===== src/rtl/biquad_capture_pkg.sv =====
// Shared types and helpers for the biquad capture sequencer.
package biquad_capture_pkg;

  typedef enum logic [2:0] {
    StIdle   = 3'd0,
    StDelay  = 3'd1,
    StGate   = 3'd2,
    StSettle = 3'd3,
    StFrst   = 3'd4
  } capture_state_t;

  // Timed phases run in encoding order, StDelay first through StFrst last.
  localparam int unsigned NumPhases = 4;
  localparam capture_state_t PhaseFirst = StDelay;
  localparam capture_state_t PhaseLast  = StFrst;

  function automatic int unsigned chan_slice(int unsigned c, int unsigned chan_w);
    return c * chan_w;
  endfunction

  // First phase after 'from' whose length is nonzero; StIdle when none remain.
  function automatic capture_state_t next_phase(capture_state_t from,
                                                logic [NumPhases-1:0] nz);
    capture_state_t nxt;
    nxt = StIdle;
    for (int i = NumPhases - 1; i >= 0; i--) begin
      if (nz[i] && (i + int'(PhaseFirst)) > int'(from)) nxt = capture_state_t'(3'(i + 1));
    end
    return nxt;
  endfunction

endpackage


===== src/rtl/biquad_capture_gate_if.sv =====
// Control, config and data bundle between the capture sequencer and its driver.
interface biquad_capture_gate_if #(
  parameter int unsigned NCHAN = 2,
  parameter int unsigned NSAMP = 8,
  parameter int unsigned SAMPW = 16,
  parameter int unsigned CNTW  = 16
);
  localparam int unsigned DatW = NCHAN * NSAMP * SAMPW;

  logic             capture_i;
  logic             abort_i;
  logic [CNTW-1:0]  cfg_delay_i;
  logic [CNTW-1:0]  cfg_gate_i;
  logic [CNTW-1:0]  cfg_settle_i;
  logic [CNTW-1:0]  cfg_rst_i;
  logic [NCHAN-1:0] cfg_chmask_i;
  logic [DatW-1:0]  dat_i;
  logic [DatW-1:0]  dat_o;
  logic             gate_o;
  logic             filt_rst_o;
  logic             busy_o;
  logic             done_o;
  logic             missed_o;

  modport slave (
    input  capture_i, abort_i, cfg_delay_i, cfg_gate_i, cfg_settle_i, cfg_rst_i,
           cfg_chmask_i, dat_i,
    output dat_o, gate_o, filt_rst_o, busy_o, done_o, missed_o
  );

  modport master (
    output capture_i, abort_i, cfg_delay_i, cfg_gate_i, cfg_settle_i, cfg_rst_i,
           cfg_chmask_i, dat_i,
    input  dat_o, gate_o, filt_rst_o, busy_o, done_o, missed_o
  );
endinterface


===== src/rtl/biquad_gate_chan.sv =====
// One channel of registered gating: passes the input when enabled, else zero.
module biquad_gate_chan #(
  parameter int unsigned W = 128
) (
  input  logic         aclk,
  input  logic         aresetn,
  input  logic         en_i,
  input  logic [W-1:0] dat_i,
  output logic [W-1:0] dat_o
);
  logic [W-1:0] dat_q;

  always_ff @(posedge aclk) begin
    if (!aresetn) dat_q <= '0;
    else          dat_q <= en_i ? dat_i : '0;
  end

  assign dat_o = dat_q;
endmodule


===== src/rtl/biquad_capture_gate.sv =====
// Capture sequencer: trigger -> delay -> gated data window -> settle -> filter reset pulse.
module biquad_capture_gate
  import biquad_capture_pkg::*;
#(
  parameter int unsigned NCHAN = 2,
  parameter int unsigned NSAMP = 8,
  parameter int unsigned SAMPW = 16,
  parameter int unsigned CNTW  = 16
) (
  input logic                 aclk,
  input logic                 aresetn,
  biquad_capture_gate_if.slave bus
);
  localparam int unsigned ChanW = NSAMP * SAMPW;

  capture_state_t state_q, state_d;
  logic [CNTW-1:0] cnt_q, cnt_d;
  logic [NumPhases-1:0][CNTW-1:0] len_q, len_d, cfg_in, lens_src;
  logic [NumPhases-1:0] nz_in, nz_q;
  logic [NCHAN-1:0] mask_q, mask_d, chan_en;
  logic [1:0] phase_idx;
  logic cap_q, trig, enter;
  logic gate_q, gate_d, frst_q, frst_d, done_q, done_d, missed_q, missed_d;

  assign trig   = bus.capture_i & ~cap_q;
  assign cfg_in = {bus.cfg_rst_i, bus.cfg_settle_i, bus.cfg_gate_i, bus.cfg_delay_i};

  always_comb begin
    nz_in = '0;
    nz_q  = '0;
    for (int i = 0; i < int'(NumPhases); i++) begin
      nz_in[i] = |cfg_in[i];
      nz_q[i]  = |len_q[i];
    end
  end

  always_ff @(posedge aclk) begin
    if (!aresetn) begin
      state_q  <= StIdle;
      cnt_q    <= '0;
      cap_q    <= 1'b0;
      len_q    <= '0;
      mask_q   <= '0;
      gate_q   <= 1'b0;
      frst_q   <= 1'b0;
      done_q   <= 1'b0;
      missed_q <= 1'b0;
    end else begin
      state_q  <= state_d;
      cnt_q    <= cnt_d;
      cap_q    <= bus.capture_i;
      len_q    <= len_d;
      mask_q   <= mask_d;
      gate_q   <= gate_d;
      frst_q   <= frst_d;
      done_q   <= done_d;
      missed_q <= missed_d;
    end
  end

  always_comb begin
    state_d   = state_q;
    cnt_d     = cnt_q;
    len_d     = len_q;
    mask_d    = mask_q;
    lens_src  = len_q;
    enter     = 1'b0;
    done_d    = 1'b0;
    missed_d  = 1'b0;
    phase_idx = '0;
    if (state_q == StIdle) begin
      if (trig) begin
        len_d    = cfg_in;
        mask_d   = bus.cfg_chmask_i;
        lens_src = cfg_in;
        state_d  = next_phase(StIdle, nz_in);
        enter    = 1'b1;
      end
    end else begin
      missed_d = trig;
      // Abort jumps as if SETTLE just ended, so only FRST (if nonzero) remains.
      if (bus.abort_i && state_q != PhaseLast) begin
        state_d = next_phase(StSettle, nz_q);
        enter   = 1'b1;
      end else if (cnt_q == '0) begin
        state_d = next_phase(state_q, nz_q);
        enter   = 1'b1;
      end else begin
        cnt_d = cnt_q - CNTW'(1);
      end
    end
    if (enter) begin
      done_d = (state_d == StIdle);
      if (state_d == StIdle) begin
        cnt_d = '0;
      end else begin
        phase_idx = 2'(int'(state_d) - 1);
        cnt_d     = lens_src[phase_idx] - CNTW'(1);
      end
    end
  end

  always_comb begin
    gate_d  = (state_q == StGate);
    frst_d  = (state_q == StFrst);
    chan_en = {NCHAN{gate_d}} & mask_q;
  end

  for (genvar c = 0; c < NCHAN; c++) begin : g_chan
    localparam int unsigned Off = chan_slice(c, ChanW);
    biquad_gate_chan #(
      .W(ChanW)
    ) u_chan (
      .aclk   (aclk),
      .aresetn(aresetn),
      .en_i   (chan_en[c]),
      .dat_i  (bus.dat_i[Off +: ChanW]),
      .dat_o  (bus.dat_o[Off +: ChanW])
    );
  end

  assign bus.gate_o     = gate_q;
  assign bus.filt_rst_o = frst_q;
  assign bus.busy_o     = (state_q != StIdle);
  assign bus.done_o     = done_q;
  assign bus.missed_o   = missed_q;
endmodule


===== src/flat_wrapper.sv =====
// flat-port wrapper written by rule: the top's interface ports become plain ports
module biquad_capture_gate_flat import biquad_capture_pkg::*;
#(
  parameter int unsigned NCHAN = 2,
  parameter int unsigned NSAMP = 8,
  parameter int unsigned SAMPW = 16,
  parameter int unsigned CNTW  = 16
)
  (aclk, aresetn, bus_capture_i, bus_abort_i, bus_cfg_delay_i, bus_cfg_gate_i, bus_cfg_settle_i, bus_cfg_rst_i, bus_cfg_chmask_i, bus_dat_i, bus_dat_o, bus_gate_o, bus_filt_rst_o, bus_busy_o, bus_done_o, bus_missed_o);
  biquad_capture_gate_if #(.NCHAN(NCHAN), .NSAMP(NSAMP), .SAMPW(SAMPW), .CNTW(CNTW)) bus_i ();
  input logic aclk;
  input logic aresetn;
  input wire logic [$bits(bus_i.capture_i)-1:0] bus_capture_i;
  input wire logic [$bits(bus_i.abort_i)-1:0] bus_abort_i;
  input wire logic [$bits(bus_i.cfg_delay_i)-1:0] bus_cfg_delay_i;
  input wire logic [$bits(bus_i.cfg_gate_i)-1:0] bus_cfg_gate_i;
  input wire logic [$bits(bus_i.cfg_settle_i)-1:0] bus_cfg_settle_i;
  input wire logic [$bits(bus_i.cfg_rst_i)-1:0] bus_cfg_rst_i;
  input wire logic [$bits(bus_i.cfg_chmask_i)-1:0] bus_cfg_chmask_i;
  input wire logic [$bits(bus_i.dat_i)-1:0] bus_dat_i;
  output wire logic [$bits(bus_i.dat_o)-1:0] bus_dat_o;
  output wire logic [$bits(bus_i.gate_o)-1:0] bus_gate_o;
  output wire logic [$bits(bus_i.filt_rst_o)-1:0] bus_filt_rst_o;
  output wire logic [$bits(bus_i.busy_o)-1:0] bus_busy_o;
  output wire logic [$bits(bus_i.done_o)-1:0] bus_done_o;
  output wire logic [$bits(bus_i.missed_o)-1:0] bus_missed_o;
  assign bus_i.capture_i = bus_capture_i;
  assign bus_i.abort_i = bus_abort_i;
  assign bus_i.cfg_delay_i = bus_cfg_delay_i;
  assign bus_i.cfg_gate_i = bus_cfg_gate_i;
  assign bus_i.cfg_settle_i = bus_cfg_settle_i;
  assign bus_i.cfg_rst_i = bus_cfg_rst_i;
  assign bus_i.cfg_chmask_i = bus_cfg_chmask_i;
  assign bus_i.dat_i = bus_dat_i;
  assign bus_dat_o = bus_i.dat_o;
  assign bus_gate_o = bus_i.gate_o;
  assign bus_filt_rst_o = bus_i.filt_rst_o;
  assign bus_busy_o = bus_i.busy_o;
  assign bus_done_o = bus_i.done_o;
  assign bus_missed_o = bus_i.missed_o;
  biquad_capture_gate #(.NCHAN(NCHAN), .NSAMP(NSAMP), .SAMPW(SAMPW), .CNTW(CNTW)) u_core (.aclk(aclk), .aresetn(aresetn), .bus(bus_i));
endmodule

===== config.mk =====
export PLATFORM = sky130hd
export DESIGN_NAME = biquad_capture_gate_flat
export DESIGN_NICKNAME = d
export VERILOG_FILES = /design/src/rtl/biquad_capture_pkg.sv /design/src/rtl/biquad_capture_gate_if.sv /design/src/rtl/biquad_gate_chan.sv /design/src/rtl/biquad_capture_gate.sv /design/src/flat_wrapper.sv
export SDC_FILE = /design/constraint.sdc
export NUM_CORES = 1
export LEC_CHECK = 0
export CELL_PAD_IN_SITES_DETAIL_PLACEMENT = 1
export CELL_PAD_IN_SITES_GLOBAL_PLACEMENT = 1
export CORE_AREA = 2 2 231 233
export DETAILED_ROUTE_END_ITERATION = 6
export DIE_AREA = 0 0 233 235
export PLACE_DENSITY_LB_ADDON = 0.1
export SETUP_SLACK_MARGIN = 0.3
export SYNTH_ARGS = -nofsm -noshare
export SYNTH_HDL_FRONTEND = slang
export SYNTH_SLANG_ARGS = --single-unit

===== constraint.sdc =====
create_clock -name aclk -period 7.05 [get_ports aclk]
set_input_delay 1.41 -clock aclk [delete_from_list [all_inputs] [get_ports aclk]]
set_output_delay 1.41 -clock aclk [all_outputs]
set_load 0.005 [all_outputs]

# Word level (Yosys, flattened, before mapping)
# Cells that the tools add are included.
# totals
reg_bits	346
inputBits	326
# classes
add_sub_neg	3
order_cmp	5
n_eq_ne	6
muxes	26
n_bitwise	4
n_reduce_logical	23
# op_table
op	count
two-way mux 64 bit	2
OR reduction 16 bit	8
two-way mux 16 bit	6
two-way mux 3 bit	13
binary-select mux 16 bit (select 2 bit)	1
subtractor 16 x 1 -> 16 bit, second input constant	2
logical NOT 16 bit	1
AND reduction 2 bit	4
> comparator 2 x 3 -> 1 bit, first input constant	2
logical NOT 3 bit	2
!= test 2 x 1 -> 1 bit, second input constant	3
logical AND 1 bit	5
two-way mux 1 bit	4
equality test 3 x 2 -> 1 bit, second input constant	1
equality test 3 bit, second input constant	1
> comparator 1 x 3 -> 1 bit, first input constant	1
> comparator 3 bit, first input constant	1
less-than comparator 2 x 3 -> 1 bit, second input constant	1
!= test 3 bit, second input constant	1
AND reduction 3 bit	1
nonzero test 3 bit	1
AND 2 bit	1
NOT 1 bit	2
OR reduction 2 bit	1
2 further kinds	2

# Logic depth before layout (Yosys ltp)
# logic_depth
depth_word	15
mapped_depth	22

# Modules after synthesis
# A second synthesis with hierarchy kept.
# hier_totals
cells_unflattened	1243
area_unflattened_um2	12694.7
# modules_own_cells
module	instances	cells_each	area_each_um2	seq_area_each_um2
biquad_gate_chan	2	284	3604.7	2562.5
biquad_capture_gate	1	675	5485.3	1801.7

# Worst setup path before layout
# OpenSTA, ideal clock, no wires.
# synth_path
path_kind	input to register
from	input bus_capture_i
to	register u_core.cnt_q[12]
arrival_ps	5397
setup_slack_ps	1578
cell_stages	19
n_path_buf	4
cell_sequence	nand2b_1 > nor2_2 > buf_4 > buf_2 > nand2_1 > nand2_4 > inv_2 > buf_6 > ha_1 > clkbuf_1 > mux4_2 > mux2_2 > inv_1 > ha_1 > nand4_1 > a22oi_4 > a211oi_1 > a211o_1 > o22ai_1
# synth_between
elab_chain_len	9
word_cells_on_any_way	18
# synth_lines
item	line	source
start, declared	flat_wrapper.sv:13	input wire logic [$bits(bus_i.capture_i)-1:0] bus_capture_i;
AND 1 bit *	biquad_capture_gate.sv:25	assign trig = bus.capture_i & ~cap_q;
two-way mux 3 bit	biquad_capture_gate.sv:72	if (trig) begin
two-way mux 3 bit	biquad_capture_gate.sv:71	if (state_q == StIdle) begin
subtractor 2 x 1 -> 2 bit	biquad_capture_gate.sv:97	phase_idx = 2'(int'(state_d) - 1);
binary-select mux 16 bit (select 2 bit)	biquad_capture_gate.sv:98	cnt_d = lens_src[phase_idx] - CNTW'(1);
two-way mux 16 bit (not written as such)	biquad_capture_gate.sv:98	
subtractor 16 x 1 -> 16 bit	biquad_capture_gate.sv:98	
two-way mux 16 bit	biquad_capture_gate.sv:94	if (state_d == StIdle) begin
two-way mux 16 bit	biquad_capture_gate.sv:92	if (enter) begin
end signal, assigned	biquad_capture_gate.sv:50	cnt_q <= cnt_d;
end, declared	biquad_capture_gate.sv:17	logic [CNTW-1:0] cnt_q, cnt_d;
# Mark *: on every way between the ends. The rest lies on a longest branch, timed or not. The select of a mux whose other input is x is not followed.
# A chain may end at the register's enable or synchronous reset.

# Worst setup path after layout
# layout_path
from	input bus_cfg_gate_i[13]
to	register u_core.cnt_q[15]
# layout_between
elab_chain_len	11
word_cells_on_any_way	14
# layout_lines
item	line	source
start, declared	flat_wrapper.sv:16	input wire logic [$bits(bus_i.cfg_gate_i)-1:0] bus_cfg_gate_i;
OR reduction 16 bit	biquad_capture_gate.sv:32	nz_in[i] = |cfg_in[i];
two-way mux 3 bit (2 in a row)	biquad_capture_pkg.sv:27	if (nz[i] && (i + int'(PhaseFirst)) > int'(from)) nxt = capture_state_t'(3'(i + 1));
two-way mux 3 bit	biquad_capture_gate.sv:72	
two-way mux 3 bit	biquad_capture_gate.sv:71	
subtractor 2 x 1 -> 2 bit	biquad_capture_gate.sv:97	
binary-select mux 16 bit (select 2 bit)	biquad_capture_gate.sv:98	
two-way mux 16 bit (not written as such)	biquad_capture_gate.sv:98	
subtractor 16 x 1 -> 16 bit	biquad_capture_gate.sv:98	
two-way mux 16 bit *	biquad_capture_gate.sv:94	
two-way mux 16 bit *	biquad_capture_gate.sv:92	
# Marks and branches as above.

==> summary.txt <==
Status: finished, final reports clean
# rows: 84
Yosys Warn Count: 0
RePlAce Congestion: 0.894
Gr ovfl total: 0
Skew final: 0.0120 ns
Reg2Reg Capture Point: u_core.cnt_q[15]$_SDFFE_PN0P_
Initial antenna violation count: 19
Hold WC Path Type: register to register
1st-pass router iterations: 5
Period utilization: 81.9%
CTS tree: done
Nets: 2102
Compound-cell area share of the yosys netlist: 8.49%
Fraction of registers with async set/reset: 0%
Hold path start: u_core.len_q[16]$_SDFF_PN0_
Die Wd: 233 um
Fin. max-slew vios: 0
Die area: 0.0548 mm2
Layout cells sized above 1: 7.14%
Crit path launch type: input pin
Placed cell count: 2415
TritonCTS Sinks: 346
First-pass GRT wire length: 88.4 mm
# IOs: 587
PortBufs: 586
Tmin final: 5.77 ns
Hold Buf Count CTS: 0
Synth Cell Area: 0.0123 mm2
Area grow syn2layout: 64.1%
Wire per inst: 25.2 um
Mux contribution to synthesized area: 6.16%
Worst setup EP type: register
Vias in the first global route: 11900
Simple-Gate Fraction of Synth Area: 24.3%
Clk_lat worst skew: 0.56 ns
Seq/Total Area, Yosys: 56.3%
Rel. slew slack: 17.2%
Worst VDD drop: 0.159 mV
CP required: 7.45 ns
LEAKAGE: 8.35 nW
Via/cell ratio: 4.69
Setup tns final: 0 ns
XOR/XNOR share of the synthesized area: 0.855%
Starting Density: 23.5%
Dpl hpwl: 48.9 mm
Synth Instances: 1224
Worst hold slack: 0.473 ns
Via count: 11700
Worst setup path class: input pin to register
Post-cts sizing count: 0
F_max: 0.173 GHz
WP data arrival: 6.17 ns
Antenna-violating nets left: 0
Routed WL: 63.0 mm
Root buffer cell: clkbuf_16
Post-CTS setup buffers: 0
Final Setup Violations: 0
Post-synthesis adder-cell area fraction: 0.407%
#FFs+latches synth: 346
Initial DRC count: 648
Top FF cell, synth: dfxtp_1
Min-Delay Path Depth: 2
Clk pin slew, worst setup/hold paths: 0.06 ns
Num CTS Buffers: 43
Global-route usage over all layers: 22.4%
Reg2reg path depth: 15
Distinct cells, synth: 66
Finished Layout Cells: 2501
R2R setup slack: 1.63 ns
H-tree Lvls: 2
Max Cap Viol: 0
RSZ-0062 raised after global routing: false
Post-synth EDFFs: 0
Crit Path Max Fanout: 15
WHS Endpoint: u_core.len_q[16]$_SDFF_PN0_
Syn_nets: 1554
Largest family of logic cells by synthesized area: simple AND/OR/NAND/NOR gates
Largest net degree at the start of global routing: 258
Worst R2R Start: u_core.cnt_q[7]$_SDFFE_PN0P_
Final hold vios: 0
Residual DRC: 0
Max Buffers Root-to-Sink: 3
Slew @ Worst Pin: 1.24 ns
DIE HEIGHT: 235 um
Pwr dens: 324 mW/mm2
Syn avg cell area: 10.0 um2
Core Area: 0.0522 mm2
==> registers in the layout (all words and copies together) (netlist names) <==
name                        cells
u_core.bus.missed_o             1
u_core.cap_q                    1
u_core.bus.gate_o               1
u_core.len_q                   64
u_core.bus.done_o               1
u_core.bus.filt_rst_o           1
u_core.cnt_q                   16
u_core.state_q                  3
u_core.mask_q                   2
u_core.g_chan.u_chan.dat_o    256
==> layer usage <==
layer | share of wire (%) | vias up | global-route usage [%]
met3 | 7.2 | 109 | 6.15
met2 | 49 | 452 | 38.1
li1 | - | 5472 | -
met1 | 40 | 5687 | 26.2
met4 | 3.7 | 6 | 9.71
met5 | 0.065 | - | 0
==> layout make-up <==
cell class,instances,area [um2]
tap,688,861
fill,5838,32100
clock inverter,16,160
timing repair buffer,599,5980
inverter,9,33.8
multi-input combinational,773,4960
sequential,346,6930
clock buffer,63,1230
antenna,7,17.5
==> critical path: stages <==
cell	delay, ns
clkdlybuf4s50_1	0.46
nor4_1	0.34
buf_4	0.21
nand4_1	0.21
o21ai_1	0.26
nand2_1	0.26
nand2_4	0.15
inv_2	0.05
ha_1	0.52
buf_4	0.32
mux4_2	0.39
nor4_1	0.48
o211ai_2	0.30
a22oi_1	0.36
nand4_1	0.16
xor2_1	0.20
o22ai_1	0.09
==> Yosys cell counts (8+ instances only) <==
cell type    n  area (um2)
nor4_1      39         244
clkbuf_1    86         323
and3_1     260        1630
a21oi_1     80         400
a221oi_1     8        70.1
o21ai_0     14        70.1
mux4_2      23         518
inv_1        8        30.0
nor3_1      21         105
mux2i_1     16         160
nand4_1     11        68.8
dfxtp_1    346        6930
nand2_1    144         541
nor2_1      40         150
nand3_1     10        50.1
==> cell usage in the layout (no fill, tap or decap), types with 5 or more instances in the layout <==
master | Yosys | layout
o31ai_1 | 5 | 5
nand3_1 | 10 | 10
a221oi_1 | 8 | 8
clkbuf_1 | 86 | 13
o22ai_1 | 6 | 6
clkinv_2 | 0 | 8
dfxtp_1 | 346 | 344
nand2_1 | 144 | 144
inv_1 | 8 | 7
diode_2 | 0 | 7
and3_1 | 260 | 260
a211oi_1 | 7 | 7
mux2_2 | 6 | 6
and2_1 | 6 | 6
clkbuf_8 | 0 | 6
nor2_1 | 40 | 40
o21ai_0 | 14 | 14
nand4_1 | 11 | 11
nor4_1 | 39 | 38
a21oi_1 | 80 | 80
a22oi_1 | 6 | 6
mux2i_1 | 16 | 16
xor2_1 | 7 | 7
nor3_1 | 21 | 21
buf_4 | 2 | 12
xnor2_1 | 5 | 5
mux4_2 | 23 | 23
clkbuf_16 | 0 | 44
clkdlybuf4s50_1 | 0 | 586
==> metrics by stage <==
stage	power, W	instance area [um2]	setup WS, ns	utilization (%)
6_report	0.00654	20200	1.28	38.6
4_1_cts	0.00659	20200	1.35	38.6
2_1_floorplan	0.00359	12300	1.58	-
3_3_place_gp	0.00434	18800	0.913	35.9
5_1_grt	0.00688	20200	1.00	38.6
3_5_place_dp	0.00436	18800	0.761	35.9
==> where the power goes <==
part	leakage, nW	internal (W)	switching (W)
Combinational	4.86	0.000865	0.00129
Sequential	2.80	0.00206	0.000119
Clock	0.689	0.00129	0.000901
Total	8.35	0.00422	0.00231
==> logic make-up after synthesis <==
group,after synthesis
and+or+nand+nor,552
DFF,346
buffers and inverters,105
xor gates and xnor gates,12
muxes,46
AOI/OAI and AO/OA,159
adders and majority gates,4
==> how the worst max path moves through the flow <==
stage	slack, ns	end	start
6_report	1.28	u_core.cnt_q[15]$_SDFFE_PN0P_	bus_cfg_gate_i[13]
5_1_grt	1.00	u_core.cnt_q[15]$_SDFFE_PN0P_	bus_cfg_gate_i[13]
4_1_cts	1.35	u_core.cnt_q[15]$_SDFFE_PN0P_	bus_cfg_gate_i[13]
3_5_place_dp	0.76	u_core.cnt_q[15]$_SDFFE_PN0P_	bus_cfg_gate_i[13]
3_3_place_gp	0.91	u_core.cnt_q[15]$_SDFFE_PN0P_	bus_cfg_gate_i[13]
2_1_floorplan	1.58	u_core.cnt_q[12]$_SDFFE_PN0P_	bus_capture_i
(Power assumes the default switching activity.)
